[src/rtl/vga_fb_pkg.sv]
// Shared constants and types for the frame-buffer arbiter.
// Latency: n/a (declarations only).
// Backpressure: n/a.
package vga_fb_pkg;

    localparam int ADDR_W_DEF    = 19;
    localparam int DATA_W_DEF    = 6;
    localparam int RD_LAT_DEF    = 2;
    localparam int MAX_BURST_DEF = 8;

    // Last grant taken; drives the RAM strobes one cycle after the grant.
    typedef enum logic [1:0] {
        ST_IDLE = 2'd0,
        ST_DISP = 2'd1,
        ST_HOST = 2'd2
    } state_e;

    // 2 bits each of red, green, blue.
    typedef struct packed {
        logic [1:0] r;
        logic [1:0] g;
        logic [1:0] b;
    } pixel_t;

endpackage

[src/rtl/fb_rd_pipe.sv]
// Read-return tracker: valid shift register plus read-data capture register.
// Latency: rvalid follows issue_vld by RD_LAT+1 cycles; data captured when RAM data is valid.
// Backpressure: none; every issued read returns exactly once, in order.
module fb_rd_pipe
    import vga_fb_pkg::*;
#(
    parameter int DATA_W = DATA_W_DEF,
    parameter int RD_LAT = RD_LAT_DEF
) (
    input  logic              clk,
    input  logic              rst_n,
    input  logic              issue_vld,
    input  logic [DATA_W-1:0] rdata_in,
    output logic              rvalid,
    output logic [DATA_W-1:0] rdata_out
);

    localparam int DEPTH = RD_LAT + 1;

    logic [DEPTH-1:0]  vld_q, vld_d;
    logic [DATA_W-1:0] dat_q, dat_d;

    // Shift the valid token; grab RAM data in the cycle it is valid (one stage before the end).
    always_comb begin
        vld_d = {vld_q[DEPTH-2:0], issue_vld};
        dat_d = dat_q;
        if (vld_q[RD_LAT-1]) begin
            dat_d = rdata_in;
        end
    end

    // Reset drops all in-flight tokens so pre-reset reads never return.
    always_ff @(posedge clk or negedge rst_n) begin
        if (!rst_n) begin
            vld_q <= '0;
            dat_q <= '0;
        end else begin
            vld_q <= vld_d;
            dat_q <= dat_d;
        end
    end

    assign rvalid    = vld_q[DEPTH-1];
    assign rdata_out = dat_q;

endmodule

[src/rtl/vga_fb_arbiter.sv]
// Arbitrates display reads and host writes onto one single-port frame-buffer RAM.
// Latency: grant in cycle N -> RAM access in N+1 -> display data valid in N+2+RD_LAT.
// Backpressure: disp_gnt/host_ready (combinational); display bursts bounded by MAX_BURST when host waits.
module vga_fb_arbiter
    import vga_fb_pkg::*;
#(
    parameter int ADDR_W    = ADDR_W_DEF,
    parameter int DATA_W    = DATA_W_DEF,
    parameter int RD_LAT    = RD_LAT_DEF,
    parameter int MAX_BURST = MAX_BURST_DEF
) (
    input  logic              clk,
    input  logic              rst_n,
    input  logic              blank,
    input  logic              disp_req,
    input  logic              disp_urgent,
    input  logic [ADDR_W-1:0] disp_addr,
    output logic              disp_gnt,
    output logic              disp_rvalid,
    output logic [DATA_W-1:0] disp_rdata,
    input  logic              host_valid,
    input  logic [ADDR_W-1:0] host_addr,
    input  logic [DATA_W-1:0] host_wdata,
    output logic              host_ready,
    output logic              mem_en,
    output logic              mem_we,
    output logic [ADDR_W-1:0] mem_addr,
    output logic [DATA_W-1:0] mem_wdata,
    input  logic [DATA_W-1:0] mem_rdata
);

    localparam logic [7:0] BURST_MAX = 8'(MAX_BURST);

    state_e            state_q, state_d;
    logic [7:0]        burst_q, burst_d;
    logic [ADDR_W-1:0] addr_q, addr_d;
    logic [DATA_W-1:0] wdata_q, wdata_d;

    // Priority arbitration: urgent display, then blanking favours host,
    // then active video favours display unless the host has waited a full burst.
    always_comb begin
        disp_gnt   = 1'b0;
        host_ready = 1'b0;
        if (disp_req && disp_urgent) begin
            disp_gnt = 1'b1;
        end else if (blank) begin
            if (host_valid) begin
                host_ready = 1'b1;
            end else if (disp_req) begin
                disp_gnt = 1'b1;
            end
        end else if (host_valid && (burst_q == BURST_MAX)) begin
            host_ready = 1'b1;
        end else if (disp_req) begin
            disp_gnt = 1'b1;
        end else if (host_valid) begin
            host_ready = 1'b1;
        end
    end

    // Next state records the grant and latches the access; burst counts display wins over a waiting host.
    always_comb begin
        state_d = ST_IDLE;
        addr_d  = '0;
        wdata_d = '0;
        burst_d = burst_q;
        if (disp_gnt) begin
            state_d = ST_DISP;
            addr_d  = disp_addr;
        end else if (host_ready) begin
            state_d = ST_HOST;
            addr_d  = host_addr;
            wdata_d = host_wdata;
        end
        if (!host_valid || host_ready) begin
            burst_d = '0;
        end else if (disp_gnt && (burst_q < BURST_MAX)) begin
            burst_d = burst_q + 8'd1;
        end
    end

    // State and RAM-side registers.
    always_ff @(posedge clk or negedge rst_n) begin
        if (!rst_n) begin
            state_q <= ST_IDLE;
            burst_q <= '0;
            addr_q  <= '0;
            wdata_q <= '0;
        end else begin
            state_q <= state_d;
            burst_q <= burst_d;
            addr_q  <= addr_d;
            wdata_q <= wdata_d;
        end
    end

    // Strobes decode straight from the registered state, so mem_we can never appear without mem_en.
    assign mem_en    = (state_q != ST_IDLE);
    assign mem_we    = (state_q == ST_HOST);
    assign mem_addr  = addr_q;
    assign mem_wdata = wdata_q;

    fb_rd_pipe #(
        .DATA_W (DATA_W),
        .RD_LAT (RD_LAT)
    ) u_rd_pipe (
        .clk       (clk),
        .rst_n     (rst_n),
        .issue_vld (state_q == ST_DISP),
        .rdata_in  (mem_rdata),
        .rvalid    (disp_rvalid),
        .rdata_out (disp_rdata)
    );

endmodule
[config.mk]
export PLATFORM = sky130hd
export DESIGN_NAME = vga_fb_arbiter
export DESIGN_NICKNAME = d
export VERILOG_FILES = /design/src/rtl/vga_fb_pkg.sv /design/src/rtl/fb_rd_pipe.sv /design/src/rtl/vga_fb_arbiter.sv
export SDC_FILE = /design/constraint.sdc
export NUM_CORES = 1
export LEC_CHECK = 0
export ABC_AREA = 1
export ABC_CLOCK_PERIOD_IN_PS = 2600
export BUFFER_PORTS_ARGS = -buffer_cell sky130_fd_sc_hd__buf_2
export CORE_MARGIN = 2
export CORE_UTILIZATION = 40
export CTS_CLUSTER_DIAMETER = 40
export DETAILED_ROUTE_END_ITERATION = 10
export GPL_TIMING_DRIVEN = 0
export PLACE_DENSITY = 0.73
export SYNTH_ARGS = -nofsm -noshare
export SYNTH_HDL_FRONTEND = slang
export SYNTH_SLANG_ARGS = --single-unit
[constraint.sdc]
create_clock -name clk -period 2.6 [get_ports clk]
set_input_delay 0.26 -clock clk [delete_from_list [all_inputs] [get_ports clk]]
set_output_delay 0.26 -clock clk [all_outputs]
set_load 0.02 [all_outputs]
==> summary.md <==
| Metric | Value |
|---|---|
| Switching Share | `between 20% and 30%` |
| Mapped Area | `~1800 µm²` |
| Hold Vio Cnt, Final | `0` |
| Synth Warn # | `0` |
| Worst skew pair latency | `between 0.2 and 0.3 ns` |
| Final WL | `between 3000 and 4000 µm` |
| Commonest non-fill, non-tap cell in the layout | `buf_2` |
| CTS Root Cell | `clkbuf_8` |
| Final nets | `roughly 330` |
| Crit. End Element | `output port` |
| Pre-CTS setup slack | `approximately 0.95 ns` |
| Ant. Diodes | `0` |
| PnR worst setup slack | `roughly 0.65 ns` |
| Skew final | `slightly above 0.006 ns` |
| Peak supply drop | `361.1 µV` |
| Period utilization | `75.09%` |
| Startpoint Class | `register` |
| Sequential area share after synthesis | `60.32%` |
| Num CTS Buffers | `5` |
| F_max | `slightly above 500 MHz` |
| Leakage | `between 0.001 and 0.0015 µW` |
| Pre-Repair DR Iteration Count | `4` |
| Post-CTS setup buffers | `0` |
| HP Class | `input port to async pin` |
| Gate Count Post-Synth | `178` |
| Largest delay share family, worst path | `buffers and inverters` |
| Most frequent CP cell | `buf_2` |
| Mapped Avg Cell Area | `just over 10 µm²` |
| IO Port Bufs | `between 90 and 100` |
| Placer Congestion | `slightly below 0.8` |
| CTS tree | `yes` |
| Ranking of synthesized cells by area | `dfrtp_1, nand2_1, nand3_2` |
| Largest net degree at the start of global routing | `between 40 and 50` |
| Worst setup path category | `register to output port` |
| WHS | `around 0.11 ns` |
| Clk pwr share | `approximately 33%` |
| CTS H-tree lvls | `2` |
| Pwr Density | `about 640 nW/µm²` |
| Die span in y | `slightly above 70 µm` |
| Cts repair resizes | `0` |
| Crit path max fanout | `11` |
| All-Layer GR Usage | `~16%` |
| Row Count | `24` |
| Yosys cell types | `20` |
| Layout Area Growth over Synthesis | `34.61%` |
| Routed wl met3 | `226 µm` |
| # fillers | `401` |
| Reg clk slew, reported paths | `about 0.080 ns` |
| Max_cap viols | `0` |
| Via count | `~1.5k` |
| CP max stage delay | `around 0.42 ns` |
| Gr ovfl total | `0` |
| Die X | `around 72 µm` |
| Vias per cell | `4.453` |
| Most frequent cells in the layout | `buf_2, nand2_1, dfrtp_1` |
| RSZ-0062 raised after global routing | `no` |
| Critical Path Slowest Stage Cell | `dfrtp_1` |
| Switching pwr | `between 400 and 500 µW` |
| Req. time, crit path | `~2.3 ns` |
| Boundary pin count | `92` |
| Arr. time, crit path | `1.69 ns` |
| Comb pwr share | `around a fifth` |
| Final Core Density | `between 50 and 60%` |
| Sequential share of power | `between 40% and 50%` |
| FF+latch count, synth | `44` |
| Die footprint | `around 5100 µm²` |
| Cts hold-fix bufs | `0` |
| Initial Utilization | `41.64%` |
| Worst Tran Pin Value | `between 0.9 and 1 ns` |
| Core area | `4384 µm²` |
| Max layer used | `met4` |
| Status | `completed` |
| Final ANT Viol Nets | `0` |
| First-pass GRT wire length | `between 6000 and 7000 µm` |
| Final setup fails | `0` |
| Number of global-route vias before repair | `around 1.5k` |
| DRC Markers | `0` |
| Top-area cell type share of the netlist area | `60.32%` |
| Area leader, netlist | `dfrtp_1` |
| Critical path buffer and inverter count | `3` |
| CP Cell Sequence | `inv_1 > ha_1 > nand3_1 > o21ai_2 > nand2_1 > buf_2 > buf_2` |
| Detail Placement HPWL | `about 2700 µm` |
| Layout cells sized above 1 | `a little under half` |
| Max-slew violations | `0` |
| Power Internal | `1141 µW` |
| Clock Tree Buf Depth | `2` |
| Iter 0 DRT Violations | `47` |
| Clk sinks | `44` |
| Fin crit period | `between 1.5 and 2 ns` |
| DR WL met2 | `roughly 2000 µm` |
| Wl on met1 | `1430 µm` |
| Setup TNS | `0 ns` |
| Slew Limit Headroom | `between 30% and 40%` |
| Syn_nets | `between 200 and 250` |
| Wire length per cell | `~11 µm` |
| Initial antenna violation count | `0` |
==> logic make-up (layout without fill, tap and decap cells) <==
kind of cell,after synthesis,in the layout,share of synthesized area [%]
compound gates,3,3,1.234
xor+xnor,1,1,0.4799
fa+ha+maj,2,2,1.371
buf+inv,29,128,8.087
flops,44,44,60.32
mux,6,6,3.701
simple gates,93,93,24.81
==> path summary, 6_finish.rpt <==
path / cells after the start / slack, ns / endpoint / from
min reg2reg: 0 / 0.36 / u_rd_pipe.vld_q[1]$_DFF_PN0_ / u_rd_pipe.vld_q[0]$_DFF_PN0_
min: 1 / 0.11 / mem_addr[6]$_DFF_PN0_ / rst_n
min in group clk: 3 / 0.16 / mem_addr[12]$_DFF_PN0_ / disp_addr[12]
max in group asynchronous: 1 / 1.89 / mem_addr[18]$_DFF_PN0_ / rst_n
max reg2reg: 7 / 1.14 / burst_q[2]$_DFFE_PN0P_ / burst_q[0]$_DFFE_PN0P_
max: 7 / 0.65 / disp_gnt / burst_q[0]$_DFFE_PN0P_
==> synthesized netlist by cell type, drive strengths merged <==
master and instances:
xor2 1, buf 6, nand2 48, dfrtp 44, ha 2, nand4 1
o21ai 2, mux2 6, nand3 23, inv 22, nor2 21, a21oi 1
clkbuf 1
==> metrics by stage <==
step                      cells  instance area (µm²)  total power [µW]
after floorplan             178                 1826             942.8
after global placement      321                 2346              1067
after detailed placement    321                 2346              1075
after CTS                   329                 2457              1596
after global routing        329                 2457              1652
final                       329                 2457              1570
==> registers in the layout, indices dropped and copies added, names as in the netlist <==
register	flops
burst_q	8
u_rd_pipe.rdata_out	6
mem_wdata	6
mem_addr	19
u_rd_pipe.vld_q	3
state_q	2
==> power groups by stage <==
stage / clock network, µW / logic (µW) / registers [µW]
2_1_floorplan: 0 / 102 / 841
4_1_cts: 534 / 302 / 761
3_5_place_dp: 0 / 301 / 774
6_report: 515 / 295 / 760
5_1_grt: 558 / 328 / 766
3_3_place_gp: 0 / 296 / 772
==> area by class of cell <==
| type | instances | area, µm² | area share (%) |
|---|---|---|---|
| Inverter | 22 | 82.58 | 3.360 |
| Clock buffer | 5 | 68.82 | 2.800 |
| Tap cell | 52 | 65.06 | 2.648 |
| Buffer | 7 | 65.06 | 2.648 |
| Sequential cell | 44 | 1101 | 44.81 |
| Timing Repair Buffer | 91 | 455.4 | 18.53 |
| Multi-Input combinational cell | 105 | 576.8 | 23.47 |
| Clock inverter | 3 | 42.54 | 1.731 |
==> metal layers <==
layer,GRT usage (%),vias up
met1,16.97,666
li1,-,738
met5,0,-
met4,6.918,0
met3,3.657,7
met2,30.14,54
Note: power is estimated with default switching activity, not from simulation.
